### config.mk
export PLATFORM = sky130hd
export DESIGN_NAME = memd_arb
export DESIGN_NICKNAME = d
export VERILOG_FILES = /design/src/rtl/memd_arb_pkg.sv /design/src/rtl/memd_arb_rr_pick.sv /design/src/rtl/memd_arb.sv
export SDC_FILE = /design/constraint.sdc
export NUM_CORES = 1
export LEC_CHECK = 0
export ABC_AREA = 0
export ABC_CLOCK_PERIOD_IN_PS = 1900
export BUFFER_PORTS_ARGS = -buffer_cell sky130_fd_sc_hd__clkbuf_2
export CORE_UTILIZATION = 30
export CTS_BUF_LIST = sky130_fd_sc_hd__clkbuf_16
export DETAILED_ROUTE_END_ITERATION = 10
export HOLD_SLACK_MARGIN = 0.12
export PLACE_DENSITY = 0.7
export SYNTH_ARGS = -nofsm -noshare
export SYNTH_HDL_FRONTEND = slang
export SYNTH_SLANG_ARGS = --single-unit
### constraint.sdc
create_clock -name clk -period 1.9 [get_ports clk]
set_input_delay 0.38 -clock clk [delete_from_list [all_inputs] [get_ports clk]]
set_output_delay 0.38 -clock clk [all_outputs]
set_load 0.03 [all_outputs]
### src/rtl/memd_arb_pkg.sv
// memd_arb_pkg: shared types and default widths for the memd load arbiter.
// Default widths come from the shared MEMD_SIZE / REG_LEN / MEMD_ARB_NREQ /
// MEMD_ARB_TAG_W macros; fallback values keep this slice buildable stand-alone.
// Feature macro MEMD_ARB_RR_EN (round-robin priority) is consumed by memd_arb.
`ifndef MEMD_SIZE
`define MEMD_SIZE 8
`endif
`ifndef REG_LEN
`define REG_LEN 16
`endif
`ifndef MEMD_ARB_NREQ
`define MEMD_ARB_NREQ 4
`endif
`ifndef MEMD_ARB_TAG_W
`define MEMD_ARB_TAG_W 4
`endif

package memd_arb_pkg;

  localparam int MEMD_ARB_ADDR_W = `MEMD_SIZE;
  localparam int MEMD_ARB_DATA_W = `REG_LEN;
  localparam int MEMD_ARB_NREQ   = `MEMD_ARB_NREQ;
  localparam int MEMD_ARB_TAG_W  = `MEMD_ARB_TAG_W;

  // Arbiter occupancy: IDLE = memd free, BUSY = one access outstanding,
  // SQUASH = outstanding access whose data will be dropped on return.
  typedef enum logic [1:0] {
    ST_IDLE   = 2'd0,
    ST_BUSY   = 2'd1,
    ST_SQUASH = 2'd2
  } arb_state_e;

  typedef enum logic {
    PICK_FIXED = 1'b0,
    PICK_RR    = 1'b1
  } pick_mode_e;

endpackage

### src/rtl/memd_arb_rr_pick.sv
// rr_pick: selects one requester. Fixed mode: lowest index wins.
// Round-robin mode: search starts at ptr+1 and wraps modulo NREQ.
module rr_pick
  import memd_arb_pkg::*;
#(
  parameter int NREQ  = 4,
  parameter int IDX_W = $clog2(NREQ)
) (
  input  logic [NREQ-1:0]  req,
  input  logic [IDX_W-1:0] ptr,
  input  pick_mode_e       mode,
  output logic [NREQ-1:0]  grant,
  output logic [IDX_W-1:0] idx
);

  // Scan candidates in priority order and take the first valid one.
  always_comb begin
    int   cand;
    logic found;
    // NOTE: every output gets a default before the loop so no path leaves it
    // unassigned; otherwise synthesis infers a latch.
    grant = '0;
    idx   = '0;
    found = 1'b0;
    cand  = 0;
    for (int k = 0; k < NREQ; k++) begin
      cand = (mode == PICK_RR) ? ((int'(ptr) + 1 + k) % NREQ) : k;
      if (!found && req[cand]) begin
        found       = 1'b1;
        grant[cand] = 1'b1;
        idx         = IDX_W'(cand);
      end
    end
  end

endmodule

### src/rtl/memd_arb.sv
// memd_arb: shares the single-ported, variable-latency memd among NREQ load
// requesters. One access outstanding at a time; issue may overlap the return
// cycle. Flush squashes the outstanding access (its data is dropped).
// Define MEMD_ARB_RR_EN for round-robin priority; otherwise fixed priority.
module memd_arb
  import memd_arb_pkg::*;
#(
  parameter int NREQ   = MEMD_ARB_NREQ,
  parameter int ADDR_W = MEMD_ARB_ADDR_W,
  parameter int DATA_W = MEMD_ARB_DATA_W,
  parameter int TAG_W  = MEMD_ARB_TAG_W
) (
  input  logic                    clk,
  input  logic                    rst,
  input  logic [NREQ-1:0]         req_valid,
  input  logic [NREQ*ADDR_W-1:0]  req_addr,
  input  logic [NREQ*TAG_W-1:0]   req_tag,
  output logic [NREQ-1:0]         req_grant,
  input  logic                    flush,
  output logic                    resp_valid,
  output logic [DATA_W-1:0]       resp_data,
  output logic [$clog2(NREQ)-1:0] resp_id,
  output logic [TAG_W-1:0]        resp_tag,
  output logic [ADDR_W-1:0]       mem_addr,
  output logic                    mem_valid,
  input  logic                    mem_ready,
  input  logic [DATA_W-1:0]       mem_data,
  input  logic                    mem_out_valid
);

  localparam int IDX_W = $clog2(NREQ);

`ifdef MEMD_ARB_RR_EN
  localparam pick_mode_e PICK_MODE = PICK_RR;
`else
  localparam pick_mode_e PICK_MODE = PICK_FIXED;
`endif

  arb_state_e        state_q, state_d;
  logic [IDX_W-1:0]  cur_id_q;
  logic [TAG_W-1:0]  cur_tag_q;
  logic [ADDR_W-1:0] addr_q;
  logic [IDX_W-1:0]  prio_ptr_q;

  logic [NREQ-1:0]   pick_grant;
  logic [IDX_W-1:0]  pick_idx;
  logic [ADDR_W-1:0] win_addr;
  logic [TAG_W-1:0]  win_tag;
  logic              busy, squash, issue, ret, resp_fire;

  rr_pick #(
    .NREQ  (NREQ),
    .IDX_W (IDX_W)
  ) u_pick (
    .req   (req_valid),
    .ptr   (prio_ptr_q),
    .mode  (PICK_MODE),
    .grant (pick_grant),
    .idx   (pick_idx)
  );

  assign win_addr  = req_addr[pick_idx*ADDR_W +: ADDR_W];
  assign win_tag   = req_tag[pick_idx*TAG_W +: TAG_W];

  assign busy      = (state_q != ST_IDLE);
  assign squash    = (state_q == ST_SQUASH);
  // Issue may overlap the return cycle of the outstanding access.
  assign issue     = !rst && !flush && mem_ready && (|req_valid) && (!busy || mem_out_valid);
  assign ret       = busy && mem_out_valid;
  assign resp_fire = !rst && ret && !squash && !flush;

  // Next-state and combinational outputs; responses use cur_* before the
  // same-cycle issue overwrites them.
  always_comb begin
    state_d    = state_q;
    req_grant  = '0;
    mem_valid  = issue;
    mem_addr   = '0;
    resp_valid = resp_fire;
    resp_data  = '0;
    resp_id    = '0;
    resp_tag   = '0;

    if (issue) begin
      req_grant = pick_grant;
      mem_addr  = win_addr;
    end else if (!rst) begin
      // Hold the last issued address: memd counts down against it.
      mem_addr  = addr_q;
    end

    if (resp_fire) begin
      resp_data = mem_data;
      resp_id   = cur_id_q;
      resp_tag  = cur_tag_q;
    end

    if (issue) begin
      state_d = ST_BUSY;
    end else if (ret) begin
      state_d = ST_IDLE;
    end else if (busy && flush) begin
      state_d = ST_SQUASH;
    end
  end

  // State register and issued-access bookkeeping, synchronous reset.
  always_ff @(posedge clk) begin
    // NOTE: sequential state uses non-blocking assignments so every register
    // samples the pre-edge values regardless of statement order.
    if (rst) begin
      state_q    <= ST_IDLE;
      cur_id_q   <= '0;
      cur_tag_q  <= '0;
      addr_q     <= '0;
      prio_ptr_q <= IDX_W'(NREQ - 1);
    end else begin
      state_q <= state_d;
      if (issue) begin
        cur_id_q   <= pick_idx;
        cur_tag_q  <= win_tag;
        addr_q     <= win_addr;
        prio_ptr_q <= pick_idx;
      end
    end
  end

endmodule

==> impl_results.md, run 1 <==
* Vias per cell at just over 5
* Placer congestion estimate at just over 0.8
* Leak pwr at 1.09 nW
* Area Growth Syn to Fin at 76.7%
* Most common cell after layout, fill and taps aside: clkbuf_2
* Via count at between 1,500 and 2,000
* # setup viols final at 6
* Vias in the first global route at about 1,300
* CTS Buf Count at 3
* Synth Cell Area at 1200 um2
* DIE WIDTH at 65.2 um
* Final nets at ~340
* Clock buffer depth at 2
* Hold buffer count at CTS at 0
* Initial antenna violation count at 0
* Cell count after synthesis at 140
* Final hold slack at 0.355 ns
* Relative slew slack at 69.0%
* Tightest Pin Transition at ~0.46 ns
* Htree depth at 1
* Worst skew pair latency at 0.24 ns
* DRT Pass-1 Iters at 4
* Worst setup margin at -0.0808 ns
* Critical Path Fanout Max at 22
* Total chip power at between 1 and 1.5 mW
* Sink Count at 16
* Data arrival, critical path at between 1.5 and 2 ns
* Grt total ovfl at 0
* ANT cells at 0
* Final-report hold violation count at 0
* Critical Path End Type: primary output
* Commonest non-fill, non-tap cells in the layout: 94 x clkbuf_2, 26 x buf_4, 23 x and2_1, 22 x a22oi_1, 16 x dfxtp_1
* Register area at roughly 320 um2
* Largest net degree at the start of global routing at 24
* FMAX at a little over 500 MHz
* Die height at 65.2 um
* Rows at 22
* Fin crit period at around 2 ns
* Avg Cell Area, Syn at around 8.6 um2
* Fill count at ~370
* Final HPWL DP at 3.06 mm
* Initial DRC count at 67
* Max VDD drop at about 430 uV
* Core footprint at approximately 3700 um2
* Status: finished, violations left
* Post-DRT Antenna Nets at 0
* Seq/Total Area, Yosys at a little over a quarter
* Yosys cell types at 28
* Placed cells at roughly 310
* Worst hold path class: in2reg
* Num ports at about 110
* I/O Buffers at around 110
* CTS root buffer: clkbuf_16
* # DRC at 0
* Critical path startpoint category: input port
* Clock skew at about 0.0027 ns
* YS warnings at 0
* R2r worst-path depth at 6
* Fin. max-slew vios at 0
* Total track usage at ~18%
* Data required, critical path at 1.52 ns
* Dpl ws at -0.176 ns
* Failing checks: negative setup slack
* Syn nets at 213
* Unrepaired setup endpoints after global routing: yes
* Die area at between 4000 and 5000 um2
* Final Cycle Share at 104%
* Final routed wire length divided by cell count at 12.5 um
* Initial Utilization at roughly a third
* CTS tree: yes
* Synthesized flop and latch total at 16
* Final Non-Filler Cells at 311
* Cells on Worst Hold Path at 2
* Max_cap viols at 0
* Setup TNS at -0.284 ns
* Clock transition at path regs at ~0.050 ns
* Drt total wl at 3.89 mm
* Footprint of the multi-input gates at 878 um2
* Share of cells above drive strength 1 at between 50 and 60%
* Power per Cell Area at 530 nW/um2
* First-pass GRT wire length at 5.82 mm
* Setup CP Type: in2out
-- final cells by class --
class / count / share of cell area [%]
Inverter: 1 / 0.177
Clock inverter: 1 / 0.177
Sequential cell: 16 / 15.1
Clock buffer: 3 / 3.55
Multi-Input combinational cell: 111 / 41.5
Tap cell: 48 / 2.84
Timing Repair Buffer: 131 / 36.6
-- metal layers --
metal	wire length [um]	global-route usage, %	vias to the layer above
li1	-	-	779
met4	51	6.52	0
met2	1940	30.5	83
met1	1630	22.5	709
met3	266	2.78	4
met5	0	0	-
-- state kept, by name, indices dropped and copies added, names as in the netlist --
| signal | flops |
|---|---|
| addr_q | 8 |
| cur_tag_q | 4 |
| cur_id_q | 2 |
| state_q | 2 |
-- cell families (layout without fill, tap and decap cells) --
| family | count (synthesis) | after routing | synth area share (%) |
|---|---|---|---|
| AOI/OAI and AO/OA | 60 | 60 | 39.6 |
| buffers and inverters | 13 | 136 | 5.75 |
| DFF | 16 | 16 | 26.8 |
| and+or+nand+nor | 51 | 51 | 27.9 |
-- cell usage after synthesis --
cell / count / share of area (%)
and3_1: 4 / 2.1
and4bb_2: 1 / 1.0
a22oi_1: 24 / 15
nor2b_1: 5 / 2.6
or2_1: 2 / 1.0
a211oi_1: 1 / 0.63
or3b_2: 1 / 0.73
a211oi_2: 4 / 4.2
dfxtp_1: 16 / 27
nor3b_4: 1 / 1.6
o21bai_2: 1 / 0.94
o211ai_2: 1 / 1.0
a21oi_1: 12 / 5.0
nor3_1: 1 / 0.42
a22o_1: 12 / 8.8
buf_4: 2 / 1.3
clkbuf_1: 5 / 1.6
buf_2: 4 / 1.7
o21bai_1: 1 / 0.63
nor2_1: 2 / 0.63
a222oi_1: 4 / 3.3
or3_1: 1 / 0.52
inv_2: 1 / 0.31
buf_6: 1 / 0.94
nor2b_2: 1 / 0.73
nand2_1: 1 / 0.31
and2_1: 23 / 12
nand2b_1: 8 / 4.2
-- power by group --
group          switching, mW  leakage, nW  internal [mW]  total [mW]
combinational          0.168        0.919          0.180       0.347
sequential           0.00744        0.131          0.358       0.365
clock                  0.129       0.0385          0.279       0.408
-- worst max-delay path: stages --
cell      delay (ns)
clkbuf_2        0.10
or2_4           0.27
o211ai_4        0.21
buf_12          0.19
a21oi_2         0.05
a22oi_1         0.18
buf_4           0.20
-- path summary, 6_finish.rpt --
kind	start	end	slack [ns]
worst min-delay path	mem_out_valid	state_q[1]	0.35
worst max-delay path	req_valid[1]	mem_addr[3]	-0.08
worst min register to register	cur_id_q[0]	cur_id_q[0]	0.46
worst max register to register	state_q[0]	cur_id_q[0]	0.39
-- repair_timing --
| item | 4_1_cts | 5_1_grt |
|---|---|---|
| pin swaps | 4 | 2 |
| setup buffers | 0 | 0 |
| setup endpoints to repair | 9 | 11 |
| resized for setup | 20 | 22 |
-- per-stage QoR --
stage | utilization (%) | instance area (um2)
2_1_floorplan | - | 1200
3_3_place_gp | 51.6 | 1930
3_5_place_dp | 51.6 | 1930
4_1_cts | 55.7 | 2090
5_1_grt | 56.5 | 2120
6_report | 56.5 | 2120
(Power assumes the default switching activity.)
==> run 2: changes to the inputs <==
Settings changed: CORE_MARGIN set to 2, PLACE_DENSITY 0.7 to 0.72.
==> run 2 against run 1 <==
- the flow still finishes with violations (negative setup slack)
- clock-buffer cell count did not move
- first-iteration DRC count decreased by 19%
- critical path depth unchanged
- combinational power is 9.5% higher
- core utilization increased by 3.4 points
- die area grew 6.2%
- sequential power about the same
- total power increased by 3.9%
- worst setup slack gained 0.017 ns
- global-route usage fell by 0.10 points
==> impl_results.md, run 2 (synthesized netlist as in run 1, its figures left out) <==
* Status: finished, violations left
* Failing checks: negative setup slack
* # DRC at 0 (unchanged)
* Unrepaired setup endpoints after global routing: yes
* Max VDD drop at 290 uV (-33%)
* Vias per cell at 5.09 (+0.53%)
* Final Cycle Share at 103% (-0.88 points)
* Final HPWL DP at 3.19 mm (+4.4%)
* CP startpoint: req_valid[2]
* Via count at 1,624 (+3.1%)
* Critical Path Fanout Max at 6 (-73%)
* Total chip power at 1.16 mW (+3.9%)
* Final nets at 345 (+2.4%)
* Clock buffer depth at 2 (unchanged)
* CTS Buf Count at 3 (unchanged)
* Worst hold path class: in2reg
* Fill count at 339 (-7.4%)
* CTS root buffer: clkbuf_16
* Critical Path End Type: primary output
* Drt total wl at 4.32 mm (+11%)
* Htree depth at 1 (unchanged)
* Most common cell after layout, fill and taps aside: clkbuf_2
* Critical path startpoint category: input port
* Clock transition at path regs at 0.05 ns (about the same)
* Initial Utilization at 32.0% (unchanged)
* DRT Pass-1 Iters at 4 (unchanged)
* Data arrival, critical path at 1.58 ns (-0.02 ns)
* Commonest non-fill, non-tap cells in the layout: 90 x clkbuf_2, 26 x buf_4, 23 x and2_1, 20 x a22oi_1, 16 x dfxtp_1
* Worst setup margin at -0.0641 ns (+0.0166 ns)
* ANT cells at 0 (unchanged)
* Vias in the first global route at 1,360 (+1.9%)
* Max reg flops at 8 (unchanged)
* Initial antenna violation count at 0 (unchanged)
* FF-to-FF Start: state_q[0]
* First-pass GRT wire length at 6.07 mm (+4.3%)
* Die height at 67.2 um (+3.1%)
* Worst skew pair latency at 0.25 ns (about the same)
* Data required, critical path at 1.52 ns (about the same)
* Final hold slack at 0.434 ns (+0.0794 ns)
* Tightest Pin Transition at 0.464 ns (-0.000473 ns)
* Final routed wire length divided by cell count at 13.5 um (+8.3%)
* Initial DRC count at 54 (-19%)
* CTS tree: yes
* Placer congestion estimate at 0.766 (-5.8%)
* Fin crit period at 1.96 ns (-0.0166 ns)
* FMAX at 509 MHz (+0.85%)
* Biggest regs: addr_q x8, cur_tag_q x4
* # setup viols final at 7 (+1)
* Largest net degree at the start of global routing at 15 (-38%)
* Sink Count at 16 (unchanged)
* Core footprint at 3740 um2 (unchanged)
* Leak pwr at 1.14 nW (+4.4%)
* HP Start: mem_out_valid
* Rows at 22 (unchanged)
* Clock skew at 0.00369 ns (+0.00102 ns)
* Total track usage at 17.8% (-0.10 points)
* I/O Buffers at 108 (unchanged)
* Area Growth Syn to Fin at 87.3%
* Relative slew slack at 69.0% (about the same)
* Max_cap viols at 0 (unchanged)
* Dpl ws at -0.115 ns (+0.0612 ns)
* Die area at 4510 um2 (+6.2%)
* Biggest register: addr_q
* Final-report hold violation count at 0 (unchanged)
* Grt total ovfl at 0 (unchanged)
* Hold buffer count at CTS at 0 (unchanged)
* Post-DRT Antenna Nets at 0 (unchanged)
* Setup CP Type: in2out
* Share of cells above drive strength 1 at 62.0% (+2.7 points)
* Num ports at 109 (unchanged)
* Power per Cell Area at 519 nW/um2 (-2.0%)
* DIE WIDTH at 67.2 um (+3.1%)
* Fin. max-slew vios at 0 (unchanged)
## run 2: cell count changes in the layout (fill, tap and decap cells not counted)
cell / before / now
buf_6: 3 / 12
buf_2: 4 / 8
clkbuf_2: 94 / 90
a21oi_4: 0 / 3
a21oi_1: 6 / 4
a22oi_1: 22 / 20
a22oi_2: 2 / 4
a21oi_2: 6 / 5
clkbuf_4: 2 / 1
o21bai_2: 0 / 1
o21bai_4: 2 / 1
## run 2: critical path: stages
cell and delay [ns]:
buf_6 0.09, or2_4 0.26, o211ai_4 0.27, buf_6 0.18
a21oi_2 0.04, a22oi_1 0.16, buf_4 0.19
## run 2: metrics by stage
step                      TNS, ns  util [%]  instances  area [um2]
after CTS                  -0.465      56.3        316        2110
after floorplan             -1.51         -        140        1200
after global placement     -0.573      52.2        310        1950
after global routing       -0.720      59.9        319        2240
final                      -0.270      59.9        319        2240
after detailed placement   -0.754      52.2        310        1950
## run 2: worst paths after layout
check	depth (start not counted)	slack [ns]	to
worst max-delay path	7	-0.06	mem_addr[0]
worst min-delay path	3	0.43	state_q[1]
worst max register to register	6	0.39	cur_id_q[0]
worst min register to register	2	0.45	cur_id_q[0]
## run 2: cell type report
cell class	instances	area, um2	area share (%)
clock buffer	3	75.1	3.35
clock inverter	1	3.75	0.167
inverter	1	3.75	0.167
multi-input combinational	111	911	40.6
sequential	16	320	14.3
tap	48	60.1	2.68
timing repair buffer	139	868	38.7
## run 2: report_power, final
part	switching [mW]	internal, mW
Combinational	0.181	0.199
Clock	0.139	0.280
Sequential	0.00772	0.358
## run 2: per-layer routing
layer	global-route usage (%)	routed length, um
met4	5.36	76
met1	22.4	1730
met5	0	0
met3	4.83	366
met2	29.6	2150
## run 2: timing repair
item,in CTS,in global routing
cloned,0,2
endpoints found under the setup margin,8,31
buffers inserted,2,1
pin swaps,2,8
resized for setup,19,43
endpoints found under the hold margin,0,0
